--- src/rtl/lsu.sv ---
// RV32I load/store unit: drives a req/gnt/rvalid data-memory handshake, places store
// lanes and byte enables, and sign/zero-extends load data back to writeback.

module lsu_chk (
    input logic        clk,
    input logic        rst_n,
    input logic        mem_req_o,
    input logic        mem_gnt_i,
    input logic        done_o,
    input logic        illegal_o,
    input logic        misaligned_o,
    input logic [31:0] mem_addr_o,
    input logic [3:0]  mem_be_o
);
    a_word_addr: assert property (@(posedge clk) disable iff (!rst_n) mem_addr_o[1:0] == 2'b00);
    a_fault_excl: assert property (@(posedge clk) disable iff (!rst_n) !(illegal_o && misaligned_o));
    a_done_no_req: assert property (@(posedge clk) disable iff (!rst_n) !(done_o && mem_req_o));
    a_req_hold: assert property (@(posedge clk) disable iff (!rst_n)
        (mem_req_o && !mem_gnt_i) |=> (mem_req_o && $stable(mem_addr_o) && $stable(mem_be_o)));
endmodule

module lsu #(
    parameter int XLEN = 32
) (
    input  logic            clk,
    input  logic            rst_n,
    input  logic            req_valid_i,
    input  logic            is_store_i,
    input  logic [2:0]      funct3_i,
    input  logic [XLEN-1:0] addr_i,
    input  logic [XLEN-1:0] wdata_i,
    output logic            stall_o,
    output logic            done_o,
    output logic [XLEN-1:0] rdata_o,
    output logic            misaligned_o,
    output logic            illegal_o,
    output logic            mem_req_o,
    output logic            mem_we_o,
    output logic [XLEN-1:0] mem_addr_o,
    output logic [3:0]      mem_be_o,
    output logic [XLEN-1:0] mem_wdata_o,
    input  logic            mem_gnt_i,
    input  logic            mem_rvalid_i,
    input  logic [XLEN-1:0] mem_rdata_i
);
    typedef enum logic [1:0] {
        IDLE = 2'd0,
        REQ  = 2'd1,
        WAIT = 2'd2,
        DONE = 2'd3
    } state_t;

    state_t          state_r;
    logic            store_r;
    logic [2:0]      funct3_r;
    logic [1:0]      off_r;

    logic            legal_s;
    logic            misalign_s;
    logic            accept_s;
    logic [3:0]      be_s;
    logic [XLEN-1:0] lane_wdata_s;
    logic [7:0]      byte_s;
    logic [15:0]     half_s;
    logic [XLEN-1:0] load_data_s;

    // Decode funct3 legality and natural-alignment violations of the presented request
    always_comb begin
        legal_s    = 1'b0;
        misalign_s = 1'b0;
        case (funct3_i)
            3'b000, 3'b001, 3'b010: legal_s = 1'b1;
            3'b100, 3'b101:         legal_s = ~is_store_i;
            default:                legal_s = 1'b0;
        endcase
        case (funct3_i[1:0])
            2'b01:   misalign_s = addr_i[0];
            2'b10:   misalign_s = |addr_i[1:0];
            default: misalign_s = 1'b0;
        endcase
    end

    // Fault flags, acceptance and pipeline stall
    always_comb begin
        illegal_o    = req_valid_i & ~legal_s;
        misaligned_o = req_valid_i & legal_s & misalign_s;
        accept_s     = (state_r == IDLE) & req_valid_i & legal_s & ~misalign_s;
        stall_o      = accept_s | (state_r == REQ) | (state_r == WAIT);
    end

    // Byte enables and store-lane replication for the presented access width
    always_comb begin
        be_s         = 4'b0000;
        lane_wdata_s = wdata_i;
        case (funct3_i[1:0])
            2'b00: begin
                be_s         = 4'b0001 << addr_i[1:0];
                lane_wdata_s = {4{wdata_i[7:0]}};
            end
            2'b01: begin
                be_s         = 4'b0011 << addr_i[1:0];
                lane_wdata_s = {2{wdata_i[15:0]}};
            end
            2'b10: begin
                be_s         = 4'b1111;
                lane_wdata_s = wdata_i;
            end
            default: begin
                be_s         = 4'b0000;
                lane_wdata_s = wdata_i;
            end
        endcase
    end

    // Select the addressed lane of the returned word and extend it
    always_comb begin
        byte_s      = 8'h00;
        half_s      = 16'h0000;
        load_data_s = mem_rdata_i;
        case (off_r)
            2'b00:   byte_s = mem_rdata_i[7:0];
            2'b01:   byte_s = mem_rdata_i[15:8];
            2'b10:   byte_s = mem_rdata_i[23:16];
            2'b11:   byte_s = mem_rdata_i[31:24];
            default: byte_s = mem_rdata_i[7:0];
        endcase
        if (off_r[1]) begin
            half_s = mem_rdata_i[31:16];
        end else begin
            half_s = mem_rdata_i[15:0];
        end
        case (funct3_r)
            3'b000:  load_data_s = {{(XLEN-8){byte_s[7]}}, byte_s};
            3'b001:  load_data_s = {{(XLEN-16){half_s[15]}}, half_s};
            3'b010:  load_data_s = mem_rdata_i;
            3'b100:  load_data_s = {{(XLEN-8){1'b0}}, byte_s};
            3'b101:  load_data_s = {{(XLEN-16){1'b0}}, half_s};
            default: load_data_s = mem_rdata_i;
        endcase
    end

    // Access sequencer with registered memory-side and completion outputs
    always_ff @(posedge clk) begin
        if (!rst_n) begin
            state_r     <= IDLE;
            store_r     <= 1'b0;
            funct3_r    <= 3'b000;
            off_r       <= 2'b00;
            done_o      <= 1'b0;
            rdata_o     <= '0;
            mem_req_o   <= 1'b0;
            mem_we_o    <= 1'b0;
            mem_addr_o  <= '0;
            mem_be_o    <= 4'b0000;
            mem_wdata_o <= '0;
        end else begin
            case (state_r)
                IDLE: begin
                    done_o <= 1'b0;
                    if (accept_s) begin
                        store_r     <= is_store_i;
                        funct3_r    <= funct3_i;
                        off_r       <= addr_i[1:0];
                        mem_req_o   <= 1'b1;
                        mem_we_o    <= is_store_i;
                        mem_addr_o  <= {addr_i[XLEN-1:2], 2'b00};
                        mem_be_o    <= be_s;
                        mem_wdata_o <= lane_wdata_s;
                        state_r     <= REQ;
                    end
                end
                REQ: begin
                    // rvalid alongside gnt is not a legal response and is dropped here
                    if (mem_gnt_i) begin
                        mem_req_o <= 1'b0;
                        mem_we_o  <= 1'b0;
                        done_o    <= store_r;
                        state_r   <= store_r ? DONE : WAIT;
                    end
                end
                WAIT: begin
                    if (mem_rvalid_i) begin
                        rdata_o <= load_data_s;
                        done_o  <= 1'b1;
                        state_r <= DONE;
                    end
                end
                DONE: begin
                    done_o  <= 1'b0;
                    state_r <= IDLE;
                end
                default: begin
                    done_o    <= 1'b0;
                    mem_req_o <= 1'b0;
                    mem_we_o  <= 1'b0;
                    state_r   <= IDLE;
                end
            endcase
        end
    end

    lsu_chk u_chk (
        .clk          (clk),
        .rst_n        (rst_n),
        .mem_req_o    (mem_req_o),
        .mem_gnt_i    (mem_gnt_i),
        .done_o       (done_o),
        .illegal_o    (illegal_o),
        .misaligned_o (misaligned_o),
        .mem_addr_o   (mem_addr_o),
        .mem_be_o     (mem_be_o)
    );
endmodule

--- config.mk ---
export PLATFORM = sky130hd
export DESIGN_NAME = lsu
export DESIGN_NICKNAME = d
export VERILOG_FILES = /design/src/rtl/lsu.sv
export SDC_FILE = /design/constraint.sdc
export NUM_CORES = 1
export LEC_CHECK = 0
export BUFFER_PORTS_ARGS = -buffer_cell sky130_fd_sc_hd__buf_2
export CORE_MARGIN = 2
export CORE_UTILIZATION = 43
export DETAILED_ROUTE_END_ITERATION = 8
export PLACE_DENSITY = 0.76
export RECOVER_POWER = 25
export SKIP_LAST_GASP = 1
export SLEW_MARGIN = 10
export SYNTH_ARGS = -nofsm -noshare
export SYNTH_HDL_FRONTEND = slang
export SYNTH_SLANG_ARGS = --single-unit
--- constraint.sdc ---
create_clock -name clk -period 3.82 [get_ports clk]
set_input_delay 1.146 -clock clk [delete_from_list [all_inputs] [get_ports clk]]
set_output_delay 1.146 -clock clk [all_outputs]
set_load 0.005 [all_outputs]
==> results by group <==
Setup path
  • WP data required: ~2.7 ns
  • Crit-path slowest cell: nor4b_4
  • Max stage delay on crit path: 0.37 ns
  • Critical Path Sink Type: primary output
  • CP bufs+invs: 3
  • Crit path cell chain: buf_2 -> inv_1 -> ha_1 -> and3_1 -> nor4b_4 -> or3_1 -> buf_2
  • Startpoint types: input pin
  • Most frequent cell on the critical path: buf_2
  • Critical path class: input pin to primary output
  • CP delay by family, top: simple AND/OR/NAND/NOR gates
  • Worst EP arrival: roughly 2.5 ns
  • Critical path fanouts, max: 4

Synthesis
  • Synthesized area per cell: approximately 8.1 µm²
  • Cell Area, Synth: between 4000 and 5000 µm²
  • Ys Warns: 0
  • Seq/Total Area, Yosys: around 44%
  • Async S/R FF share, synth: 0%
  • Prevailing post-synth register cell: dfxtp_1
  • Yosys cell types: between 40 and 50
  • Syn Inst Count: 612
  • EDFF count, synth: 0
  • Seq cells post-synth: approximately 110

STA
  • Slew @ Worst Pin: approximately 1.2 ns
  • Setup violators final: 0
  • Highest clock rate: about 270 MHz
  • Final period util: 95.7%
  • Unrepaired setup endpoints after global routing: false
  • Total negative slack: 0 ns
  • Slew Viols, Final: 0
  • Final-report hold violation count: 0
  • Final min period: 3.66 ns
  • Clk_skew: roughly 0.0063 ns
  • Max-slew headroom at the worst pin: 21.0%

Final layout
  • Reg area: around 2200 µm²
  • Util after Layout: a little under three fifths
  • Post-Layout Inst Area: 6240 µm²
  • Commonest non-fill, non-tap cell in the layout: buf_2
  • Commonest cells after routing, fill and taps aside: 185 x buf_2, 109 x dfxtp_1, 83 x o21ai_0, 82 x nand2_1, 48 x nand3_1
  • # diodes: 0
  • Footprint of the multi-input gates: about 2400 µm²
  • Layout cells sized above 1: between 20 and 30%
  • Nets: 898
  • Non-filler cells in the finished layout: between 900 and 1000
  • Area Overhead vs Synth: 26.3%
  • Fillcell total: 1132

Power and ir drop
  • Net load switching power: around 960 µW
  • Sw frac: 31.5%
  • Clock share of power: just under 30%
  • Power Density: approximately 500 nW/µm²
  • Total power draw: approximately 3.1 mW
  • Peak supply drop: between 0.3 and 0.4 mV
  • Internal power: ~2.1 mW
  • Combinational share of power: roughly a quarter
  • Seq pwr share: approximately 45%
  • LEAKAGE: around 2.6 nW

Floorplanning
  • Core area: approximately 11000 µm²
  • Die area: about 12000 µm²
  • Io pins: 211
  • Initial Utilization: between 40% and 50%
  • Die height: about 110 µm
  • Site Rows: 39
  • Chip Width: ~110 µm

Route
  • Met2 routed WL: about 6500 µm
  • Highest layer used for signal routing: met4
  • DRC Markers: 0
  • M1 WL: about 6100 µm
  • Starting DRT DRC Count: 443
  • DR pass1 iterations: 5
  • Vias/cell: approximately 5.3
  • Metal3 WL: about 1100 µm
  • Via count: a little under 5000
  • DRT antenna net count: 0
  • Total Routed Length: about 14000 µm
  • Post-DR wirelength/cell: approximately 15 µm

Clock network
  • Clock slew at reported path FFs: around 0.070 ns
  • Worst-Skew Late Latency: 0.36 ns
  • Post-cts resize count: 0
  • Postcts setup bufs: 0
  • Max Buffers Root-to-Sink: 2
  • Hold_buf cts: 0
  • TritonCTS clock tree: built
  • CTS buffer count: 9
  • Root Buffer: clkbuf_16
  • H-tree depth: 3
  • CTS Sinks: about 110

Global route
  • Total GRT Usage: 22.5%
  • GRT Residual Overflow: 0
  • Number of global-route vias before repair: about 4700
  • First-pass GRT wire length: about 23000 µm
  • Largest net degree at the start of global routing: 148
  • Antenna violations before repair: 0

Placed design
  • Detail Placement HPWL: about 9900 µm
  • Cell total after placement: just over 900
  • Gpl congestion: 0.860
  • Placed inst area: 5980 µm²
  • IO buf count: approximately 210

Run
  • Max-cap viol count: 0

Status
  • Status: completed

Min path
  • Worst Hold Class: flip-flop to flip-flop
[state kept, by name (all words and copies together) (netlist names), 2 cells and up]
name / count
funct3_r: 3
off_r: 2
mem_wdata_o: 32
mem_be_o: 4
rdata_o: 32
state_r: 2
mem_addr_o: 30
[area by class of cell]
type,instances,area share (%)
Tap cell,143,2.87
Sequential cell,109,35.0
Clock inverter,5,0.522
Clock buffer,11,4.05
Inverter,13,0.782
Multi-Input combinational cell,436,39.2
Timing Repair Buffer,217,17.6
[power groups by stage]
stage / Combinational [mW] / Clock [mW] / Sequential, mW
2_1_floorplan: 0.501 / 0 / 1.39
6_report: 0.787 / 0.904 / 1.37
4_1_cts: 0.800 / 0.925 / 1.37
3_5_place_dp: 0.797 / 0 / 1.39
3_3_place_gp: 0.786 / 0 / 1.39
5_1_grt: 0.887 / 0.973 / 1.39
[final timing paths]
path                  startpoint             end  slack [ns]  cells after the start
setup / recovery     funct3_i[0]         stall_o        0.16                      7
hold / removal    mem_addr_o[11]  mem_addr_o[11]        0.45                      2
setup reg to reg        off_r[1]     rdata_o[29]        1.69                      4
hold reg to reg   mem_addr_o[11]  mem_addr_o[11]        0.45                      2
[cells in the mapped netlist (all sizes together), types with 4 or more instances]
cell type	count	area, µm²
dfxtp	109	2180
o21ai	84	420
nand2	82	308
nand3	48	240
nor2	47	176
a21oi	44	220
clkbuf	33	124
a211oi	30	240
buf	22	141
inv	13	48.8
mux2i	10	100
nor3	10	50.1
nand3b	9	67.6
a22o	8	70.1
a31oi	8	50.1
o22ai	8	50.1
ha	7	87.6
nor3b	6	45.0
o31ai	4	43.8
[tightest hold or removal path: stages, from the launching register on]
cell and delay (ns):
dfxtp_1 0.31, nand2_1 0.05, o21ai_0 0.06
[metrics by stage]
step,hold WS (ns),setup WS (ns)
detailed placement,0.447,0.177
finish,0.454,0.164
floorplan,0.436,0.0629
CTS,0.458,0.166
global placement,0.441,0.209
global route,0.477,0.122
[metal layers]
layer | track usage (%) | vias up
met3 | 7.11 | 23
met2 | 36.2 | 181
met5 | 0 | -
li1 | - | 2512
met1 | 28.7 | 2231
met4 | 7.16 | 0
[cells by family (layout without fill, tap and decap cells)]
group                      after synthesis  in the layout  synth area share (%)
other                                    1              2                0.0759
buffers and inverters                   68            246                  6.36
DFF                                    109            109                  44.2
and+or+nand+nor                        212            212                  19.6
muxes                                   12             12                  2.48
AOI/OAI and AO/OA                      203            203                  25.5
adders and majority gates                7              7                  1.77
(Power assumes the default switching activity.)
